File: src/rtl/bcd_sevenseg_scanner_pkg.sv
// Purpose: shared types and constants for the two-digit seven-segment scanner.
//   Scan state encoding, the snapshot payload, segment patterns and anode codes.
package bcd_sevenseg_scanner_pkg;

  localparam int unsigned DIGIT_W = 4;
  localparam int unsigned SEG_W   = 7;
  localparam int unsigned AN_W    = 2;

  typedef enum logic [1:0] {
    BLANK_L = 2'd0,
    SHOW_L  = 2'd1,
    BLANK_H = 2'd2,
    SHOW_H  = 2'd3
  } scan_state_t;

  // Per-frame snapshot of the counter digits
  typedef struct packed {
    logic [DIGIT_W-1:0] high;
    logic [DIGIT_W-1:0] low;
  } bcd_pair_t;

  // Segment patterns, bit order {g,f,e,d,c,b,a}, logical active-high
  localparam logic [SEG_W-1:0] SEG_0   = 7'h3F;
  localparam logic [SEG_W-1:0] SEG_1   = 7'h06;
  localparam logic [SEG_W-1:0] SEG_2   = 7'h5B;
  localparam logic [SEG_W-1:0] SEG_3   = 7'h4F;
  localparam logic [SEG_W-1:0] SEG_4   = 7'h66;
  localparam logic [SEG_W-1:0] SEG_5   = 7'h6D;
  localparam logic [SEG_W-1:0] SEG_6   = 7'h7D;
  localparam logic [SEG_W-1:0] SEG_7   = 7'h07;
  localparam logic [SEG_W-1:0] SEG_8   = 7'h7F;
  localparam logic [SEG_W-1:0] SEG_9   = 7'h6F;
  localparam logic [SEG_W-1:0] SEG_E   = 7'h79;
  localparam logic [SEG_W-1:0] SEG_OFF = 7'h00;

  // Anode codes: an[1] = tens, an[0] = units
  localparam logic [AN_W-1:0] AN_OFF  = 2'b00;
  localparam logic [AN_W-1:0] AN_LOW  = 2'b01;
  localparam logic [AN_W-1:0] AN_HIGH = 2'b10;

  // Either digit outside 0..9
  function automatic logic is_bcd_err(input bcd_pair_t p);
    return (p.high > DIGIT_W'(9)) || (p.low > DIGIT_W'(9));
  endfunction

endpackage

File: src/rtl/bcd_sevenseg_scanner_bcd_to_7seg.sv
// Purpose: combinational BCD digit to seven-segment decoder; non-BCD codes show 'E'.
// Ports:
//   digit  in  4  BCD digit
//   seg_c  out 7  segment pattern {g,f,e,d,c,b,a}, logical active-high
module bcd_to_7seg
  import bcd_sevenseg_scanner_pkg::*;
(
  input  logic [DIGIT_W-1:0] digit,
  output logic [SEG_W-1:0]   seg_c
);

  always_comb begin
    seg_c = SEG_E;
    case (digit)
      4'd0: seg_c = SEG_0;
      4'd1: seg_c = SEG_1;
      4'd2: seg_c = SEG_2;
      4'd3: seg_c = SEG_3;
      4'd4: seg_c = SEG_4;
      4'd5: seg_c = SEG_5;
      4'd6: seg_c = SEG_6;
      4'd7: seg_c = SEG_7;
      4'd8: seg_c = SEG_8;
      4'd9: seg_c = SEG_9;
      default: seg_c = SEG_E;
    endcase
  end

endmodule

File: src/rtl/bcd_sevenseg_scanner.sv
// Purpose: time-multiplexed two-digit seven-segment driver with per-frame digit
//   snapshot, anode guard interval, leading-zero blanking, blinking and BCD error flag.
// Ports:
//   clock      in   1  clock, all state on posedge
//   reset      in   1  synchronous active-high reset
//   high       in   4  tens digit from the counter
//   low        in   4  units digit from the counter
//   lz_blank   in   1  suppress tens digit when it is 0
//   blink_en   in   1  gate display with the blink phase
//   seg        out  7  segment pins {g,f,e,d,c,b,a}
//   an         out  2  anode pins, an[1]=tens, an[0]=units
//   frame_tick out  1  pulse on the first cycle of each frame
//   bcd_err    out  1  snapshot holds a digit above 9
module bcd_sevenseg_scanner
  import bcd_sevenseg_scanner_pkg::*;
#(
  parameter int unsigned PRESCALE_DIV   = 50000,
  parameter int unsigned BLANK_CYCLES   = 4,
  parameter int unsigned BLINK_FRAMES   = 64,
  parameter bit          ACTIVE_LOW_SEG = 1'b1,
  parameter bit          ACTIVE_LOW_AN  = 1'b1
) (
  input  logic               clock,
  input  logic               reset,
  input  logic [DIGIT_W-1:0] high,
  input  logic [DIGIT_W-1:0] low,
  input  logic               lz_blank,
  input  logic               blink_en,
  output logic [SEG_W-1:0]   seg,
  output logic [AN_W-1:0]    an,
  output logic               frame_tick,
  output logic               bcd_err
);

  localparam int unsigned SLOT_W  = (PRESCALE_DIV > 1) ? $clog2(PRESCALE_DIV) : 1;
  localparam int unsigned BLINK_W = $clog2(BLINK_FRAMES);

  localparam logic [SLOT_W-1:0]  SLOT_LAST  = SLOT_W'(PRESCALE_DIV - 1);
  localparam logic [SLOT_W-1:0]  BLANK_LAST = SLOT_W'(BLANK_CYCLES - 1);
  localparam logic [BLINK_W-1:0] BLINK_LAST = BLINK_W'(BLINK_FRAMES - 1);
  localparam logic [BLINK_W-1:0] BLINK_HALF = BLINK_W'(BLINK_FRAMES / 2);

  scan_state_t        state, state_nxt;
  logic [SLOT_W-1:0]  slot_cnt, slot_nxt;
  logic [BLINK_W-1:0] blink_cnt, blink_nxt;
  bcd_pair_t          snap, snap_nxt;
  logic               tick_cur, tick_nxt;
  logic [DIGIT_W-1:0] digit_sel;
  logic [SEG_W-1:0]   seg_dec;
  logic [SEG_W-1:0]   seg_d, seg_q;
  logic [AN_W-1:0]    an_d, an_q;

  // State register
  always_ff @(posedge clock) begin
    if (reset) state <= BLANK_L;
    else       state <= state_nxt;
  end

  // Next-state logic plus the counters and snapshot that advance with it
  always_comb begin
    state_nxt = state;
    slot_nxt  = slot_cnt + SLOT_W'(1);
    if (slot_cnt == SLOT_LAST) slot_nxt = '0;
    case (state)
      BLANK_L: if (slot_cnt == BLANK_LAST) state_nxt = SHOW_L;
      SHOW_L:  if (slot_cnt == SLOT_LAST)  state_nxt = BLANK_H;
      BLANK_H: if (slot_cnt == BLANK_LAST) state_nxt = SHOW_H;
      SHOW_H:  if (slot_cnt == SLOT_LAST)  state_nxt = BLANK_L;
      default: state_nxt = BLANK_L;
    endcase

    tick_cur = (state == BLANK_L) && (slot_cnt == '0);
    tick_nxt = (state_nxt == BLANK_L) && (slot_nxt == '0);

    snap_nxt = snap;
    if (tick_cur) snap_nxt = '{high: high, low: low};

    // Advance the blink count on entry to a new frame, so it is constant across the frame
    blink_nxt = blink_cnt;
    if (tick_nxt) blink_nxt = (blink_cnt == BLINK_LAST) ? '0 : blink_cnt + BLINK_W'(1);
  end

  assign digit_sel = (state_nxt == SHOW_H) ? snap_nxt.high : snap_nxt.low;

  bcd_to_7seg u_dec (
    .digit (digit_sel),
    .seg_c (seg_dec)
  );

  // Output logic evaluated on next-cycle values so the registered pins line up with state
  always_comb begin
    seg_d = SEG_OFF;
    an_d  = AN_OFF;
    case (state_nxt)
      SHOW_L: begin
        seg_d = seg_dec;
        an_d  = AN_LOW;
      end
      SHOW_H: begin
        if (!(lz_blank && (snap_nxt.high == '0))) begin
          seg_d = seg_dec;
          an_d  = AN_HIGH;
        end
      end
      default: begin
        seg_d = SEG_OFF;
        an_d  = AN_OFF;
      end
    endcase
    if (blink_en && (blink_nxt >= BLINK_HALF)) begin
      seg_d = SEG_OFF;
      an_d  = AN_OFF;
    end
  end

  // Datapath and output registers
  always_ff @(posedge clock) begin
    if (reset) begin
      slot_cnt   <= '0;
      blink_cnt  <= '0;
      snap       <= '0;
      bcd_err    <= 1'b0;
      seg_q      <= SEG_OFF;
      an_q       <= AN_OFF;
      frame_tick <= 1'b1;
    end else begin
      slot_cnt   <= slot_nxt;
      blink_cnt  <= blink_nxt;
      snap       <= snap_nxt;
      if (tick_cur) bcd_err <= is_bcd_err(snap_nxt);
      seg_q      <= seg_d;
      an_q       <= an_d;
      frame_tick <= tick_nxt;
    end
  end

  // Pin polarity after the register
  assign seg = ACTIVE_LOW_SEG ? ~seg_q : seg_q;
  assign an  = ACTIVE_LOW_AN  ? ~an_q  : an_q;

endmodule

File: config.mk
export PLATFORM = sky130hd
export DESIGN_NAME = bcd_sevenseg_scanner
export DESIGN_NICKNAME = d
export VERILOG_FILES = /design/src/rtl/bcd_sevenseg_scanner_pkg.sv /design/src/rtl/bcd_sevenseg_scanner_bcd_to_7seg.sv /design/src/rtl/bcd_sevenseg_scanner.sv
export SDC_FILE = /design/constraint.sdc
export NUM_CORES = 1
export LEC_CHECK = 0
export ABC_AREA = 1
export BUFFER_PORTS_ARGS = -buffer_cell sky130_fd_sc_hd__buf_2
export CAP_MARGIN = 15
export CELL_PAD_IN_SITES_DETAIL_PLACEMENT = 0
export CELL_PAD_IN_SITES_GLOBAL_PLACEMENT = 1
export CORE_ASPECT_RATIO = 0.5
export CORE_MARGIN = 2
export CORE_UTILIZATION = 42
export CTS_CLUSTER_SIZE = 14
export DETAILED_ROUTE_END_ITERATION = 10
export HOLD_SLACK_MARGIN = 0.12
export MAX_ROUTING_LAYER = met4
export PLACE_DENSITY = 0.82
export SETUP_SLACK_MARGIN = 0.5
export SYNTH_ARGS = -nofsm -noshare
export SYNTH_HDL_FRONTEND = slang
export SYNTH_SLANG_ARGS = --single-unit
File: constraint.sdc
create_clock -name clock -period 3 [get_ports clock]
set_input_delay 0.45 -clock clock [delete_from_list [all_inputs] [get_ports clock]]
set_output_delay 0.45 -clock clock [all_outputs]
set_load 0.05 [all_outputs]
* Yosys cells after proc, flatten, opt, wreduce, memory -nomap -nowiden
Memories as Yosys holds them, arrays and structs flattened. Cells that the tools add are included.
Storage, ports and cells: ROM bits 112, logic and storage cells 50, input port bits 12, memories kept 1, register bits after elaboration 43, output and inout port bits 11
Cells by class: reductions and logical operators 11, magnitude comparators 3, multiplexer cells 14, bitwise gates (word level) 2, equal/unequal tests 8, add/sub/neg operators 2
Memories:
- (no name shown) | words 16, bits a word 7, read ports 1, clocked after Yosys merged registers in 0, write ports 0, RTL line bcd_sevenseg_scanner_bcd_to_7seg.sv:14 | case (digit)
Operator list (number):
- logical NOT 16 bit | 2
- adder 16 x 1 -> 16 bit, second input constant | 1
- == test 16 bit, second input constant | 1
- == test 16 x 2 -> 1 bit, second input constant | 1
- two-way mux 16 bit | 1
- case mux 7 bit (2 select lines) | 1
- two-way mux 6 bit | 2
- two-way mux 2 bit | 5
- greater-than comparator 4 bit, second input constant | 2
- two-way mux 8 bit | 1
- case mux 2 bit (4 select lines) | 1
- two-way mux 7 bit | 1
- NOT 7 bit | 1
- adder 6 x 1 -> 6 bit, second input constant | 1
- == test 2 bit, second input constant | 3
- == test 6 bit, second input constant | 1
- greater-or-equal comparator 6 bit, second input constant | 1
- == test 2 x 1 -> 1 bit, second input constant | 2
- logical AND 1 bit | 4
- logical NOT 2 bit | 2
- logical NOT 4 bit | 1
- two-way mux 4 bit | 1
- case mux 2 bit (2 select lines) | 1
- NOT 2 bit | 1
- 2 further kinds | 2

* Logic depth before layout (Yosys ltp)
depth in word-level cells 9, mapped depth 17

* Cells and area by module
Synthesis repeated with hierarchy kept, for this count alone.
Unflattened totals: cells, all modules 408, area, all modules 2587.5 um^2
By module, submodules not included:
- bcd_sevenseg_scanner | area an instance 2398.6 um^2, cells an instance 375, instances 1
- bcd_to_7seg | area an instance 188.9 um^2, cells an instance 33, instances 1

* Worst setup path before layout
No wires, ideal clock.
path kind register -> register, start point register slot_cnt[0], end point register seg_q[3], slack 832 ps, period minus slack after synthesis 2168 ps, stages on the path, launching flop included 16, library setup time 115 ps, arrival 2053 ps, required time 2885 ps, cell sequence dfxtp_1 > ha_1 > nand3_2 > nor2_4 > nand2_4 > o21ai_4 > inv_2 > nand2_4 > nand2_1 > o21ai_2 > inv_1 > ha_1 > nand2_1 > nand3_1 > nand2_1 > nor2_1
Between the ends: word-level cells in the longest chain between the ends 9
RTL lines:
- start: declaration | RTL line bcd_sevenseg_scanner.sv:44 | logic [SLOT_W-1:0] slot_cnt, slot_nxt;
- start signal: assignment | RTL line bcd_sevenseg_scanner.sv:127 | slot_cnt <= slot_nxt;
- parallel branches: the longest is 9 deep, another holds adder 16 x 1 -> 16 bit
- end signal: assignment | RTL line bcd_sevenseg_scanner.sv:131 | seg_q <= seg_d;
- end: declaration | RTL line bcd_sevenseg_scanner.sv:50 | logic [SEG_W-1:0] seg_d, seg_q;
Parallel ways; which one is timed is not known. A chain may end at the register's enable or synchronous reset.

* Final worst setup path
Same ends and word-level chain as after synthesis.

==> metrics.txt <==
total non-filler cell area in the finished layout=2800 um2; worst hold path type=input port to register; number of optimization iterations in the first detailed-route pass=4; library cell with the highest instance count after synthesis=nand2_1; global-route wire length before repair=9.03 mm; layout net count=411; total number of H-tree levels=2; cells traversed along the worst timing path=ha_4, nand3_2, nor2_4, nand2_4, o21ai_4, inv_2, nand2_4, nand2_1, o21ai_2, inv_1, ha_1, nand2_1, nand3_1, nand2_1, nor2_1; leading post-synthesis cells by cell area=dfxtp_1 35%, nand2_1 14%, nor2_1 9.3%; area share of the leading cell type in the synthesized netlist=34.9%; post-layout min period=2.28 ns; total inserted antenna cells=0; Routed wire per std cell=11.4 um; number of distinct library cells after synthesis=32; All-Layer GR Usage=18.3%; number of setup violations in the final report=0; transition time of the tightest slew-check pin=0.647 ns; Worst Clk Skew=0.00616 ns; TritonCTS Buffers=5; total power divided by cell area=513 nW/um2; hold violation count in the final report=0; vias in the first global route=2,002; async set-reset flop share out of synthesis=0%; most used flip-flop cell after synthesis=dfxtp_1; cell with the largest stage delay on the worst path=dfxtp_2; number of buffers added on ports=22; mean instance size in the synthesized netlist=6.74 um2; Routed Wire Length=5.31 mm; highest achievable clock rate=0.438 GHz; peak supply drop=369 uV; Setup Buffers After CTS=0; initial drt markers=77; post-detailed-route via-to-cell ratio=4.74; final routed DRC violation total=0; worst hold margin=0.438 ns; Tot Pwr=1440 uW; share of final-layout standard cells stronger than drive strength 1=18.4%; clock sinks=43; Total Die Area=6540 um2; total I/O pin count=23; most repeated library cell on the critical path=nand2_1; gate count after technology mapping=366; clock tree from TritonCTS=yes; instance area at placement=2640 um2; die span in x=112 um; Synth Cell Area=2470 um2; Bufs and invs on worst path=2; floorplan core area=5560 um2; routed length on met3=199 um; crit-path leading delay family=simple AND/OR/NAND/NOR gates; routability congestion estimate=0.923; largest driver fanout on the critical path=9; Top Layer Used=met4; number of warnings reported in the yosys synthesis log=0; starting utilization of the core area=44.3%; synthesis-stage register bit count=43; Metal-1 WL=2.74 mm; count of maximum capacitance violations=0; nets in the synthesized netlist=386; CP arrival=2.47 ns; RSZ-0062 raised after global routing=no; number of slew-limit violations in the final report=0; clock slew at the register clock pins of the worst setup and hold paths=0.06 ns; leakage component of the power=0.00127 uW; Post-synth EDFFs=0; amount of wire on met2 after detailed routing=2.29 mm; required time reported for the critical path endpoint=3.18 ns; Worst path max stage delay=0.37 ns; row count=19; clock latency reported for the late side of the worst-skew pair=0.29 ns; Max-slew headroom=56.8%; vertical extent of the die=58.2 um; post-route non-filler standard cell count=465; HPWL Detailed=4.18 mm; final period utilization=76.1%; critical path class=register to register; result of the run=finished, final reports clean; category of the worst setup path capture point=register; CTS max path bufs=2; Synth top cells by count=89 x nand2_1, 61 x nor2_1, 46 x inv_1, 43 x dfxtp_1, 32 x nand3_1; total global routing overflow=0; number of antenna violations at the first check in global routing=0; overall via count from detail_route=2,206; library cell with the largest summed area after synthesis=dfxtp_1; growth of design area from synthesis to finish=13.6%; ANT nets after route=0; pin count of the biggest net entering global routing=35; number of placed instances with taps included=457; total negative slack=0 ns; portion of the post-synthesis area used by sequential elements=34.9%; clock tree root buffer cell=clkbuf_16; startpoint kind of the worst setup timing path=register
[cells by family after synthesis]
kind of cell | after synthesis | share of synthesized area [%]
compound gates | 21 | 5.43
xor+xnor | 8 | 2.84
fa+ha+maj | 8 | 4.06
buf+inv | 57 | 9.13
flops | 43 | 34.9
simple gates | 229 | 43.6
[worst paths after layout]
check              start       end  slack [ns]  cells past startpoint
max          slot_cnt[0]  seg_q[3]        0.72                     15
min              high[0]   snap[4]        0.44                      3
min reg2reg      snap[4]   snap[4]        0.47                      2
max reg2reg  slot_cnt[0]  seg_q[3]        0.72                     15
[cells in the final DEF, fill, tap and decap left out, types with 2 or more instances in the layout]
| cell type | n |
|---|---|
| nand2_2 | 9 |
| nor2_1 | 60 |
| nor2_4 | 2 |
| a21oi_1 | 7 |
| xor2_1 | 6 |
| inv_1 | 46 |
| ha_1 | 7 |
| dfxtp_2 | 2 |
| nand3_2 | 4 |
| o21ai_0 | 4 |
| clkbuf_16 | 5 |
| buf_2 | 22 |
| inv_2 | 4 |
| o21ai_1 | 3 |
| nor3_1 | 3 |
| xnor2_1 | 2 |
| nor2_2 | 8 |
| clkbuf_1 | 2 |
| nand2_1 | 89 |
| nand2_4 | 4 |
| clkinv_2 | 3 |
| nand3_1 | 32 |
| dfxtp_1 | 41 |
| or2_0 | 2 |
| o21ai_2 | 5 |
| nand4_1 | 11 |
| and2_1 | 2 |
[layer usage]
metal | vias up | GRT usage (%)
met5 | - | -
met4 | 0 | 6.79
met3 | 8 | 5.13
met2 | 33 | 28.7
met1 | 971 | 22.8
li1 | 1194 | -
[through the flow]
stage	setup WS, ns	utilization (%)
floorplan	0.832	-
global placement	0.593	47.5
detailed placement	0.571	47.5
CTS	0.559	50.0
global route	0.505	50.4
finish	0.717	50.4
[tightest hold or removal path: stages]
cell and delay [ns]:
buf_2 0.09, nand2_1 0.08, a21oi_1 0.06
[area by class of cell]
type / instances / area [um2]
sequential: 43 / 863
timing repair buffer: 22 / 110
tap: 73 / 91.3
multi-input combinational: 266 / 1400
clock buffer: 7 / 133
clock inverter: 1 / 5.00
fill: 588 / 2760
inverter: 53 / 201
[power by group]
part	leakage (uW)	switching, uW	internal, uW	total, uW
logic	0.000851	204	91.4	296
registers	0.000350	15.0	602	617
clock network	0.0000679	217	308	525
total	0.00127	437	1000	1440
[what timing repair did]
action	CTS	global route
resized for setup	0	8
hold buffers	0	0
setup endpoints to repair	0	8
Power figures use the tool's default switching activity.
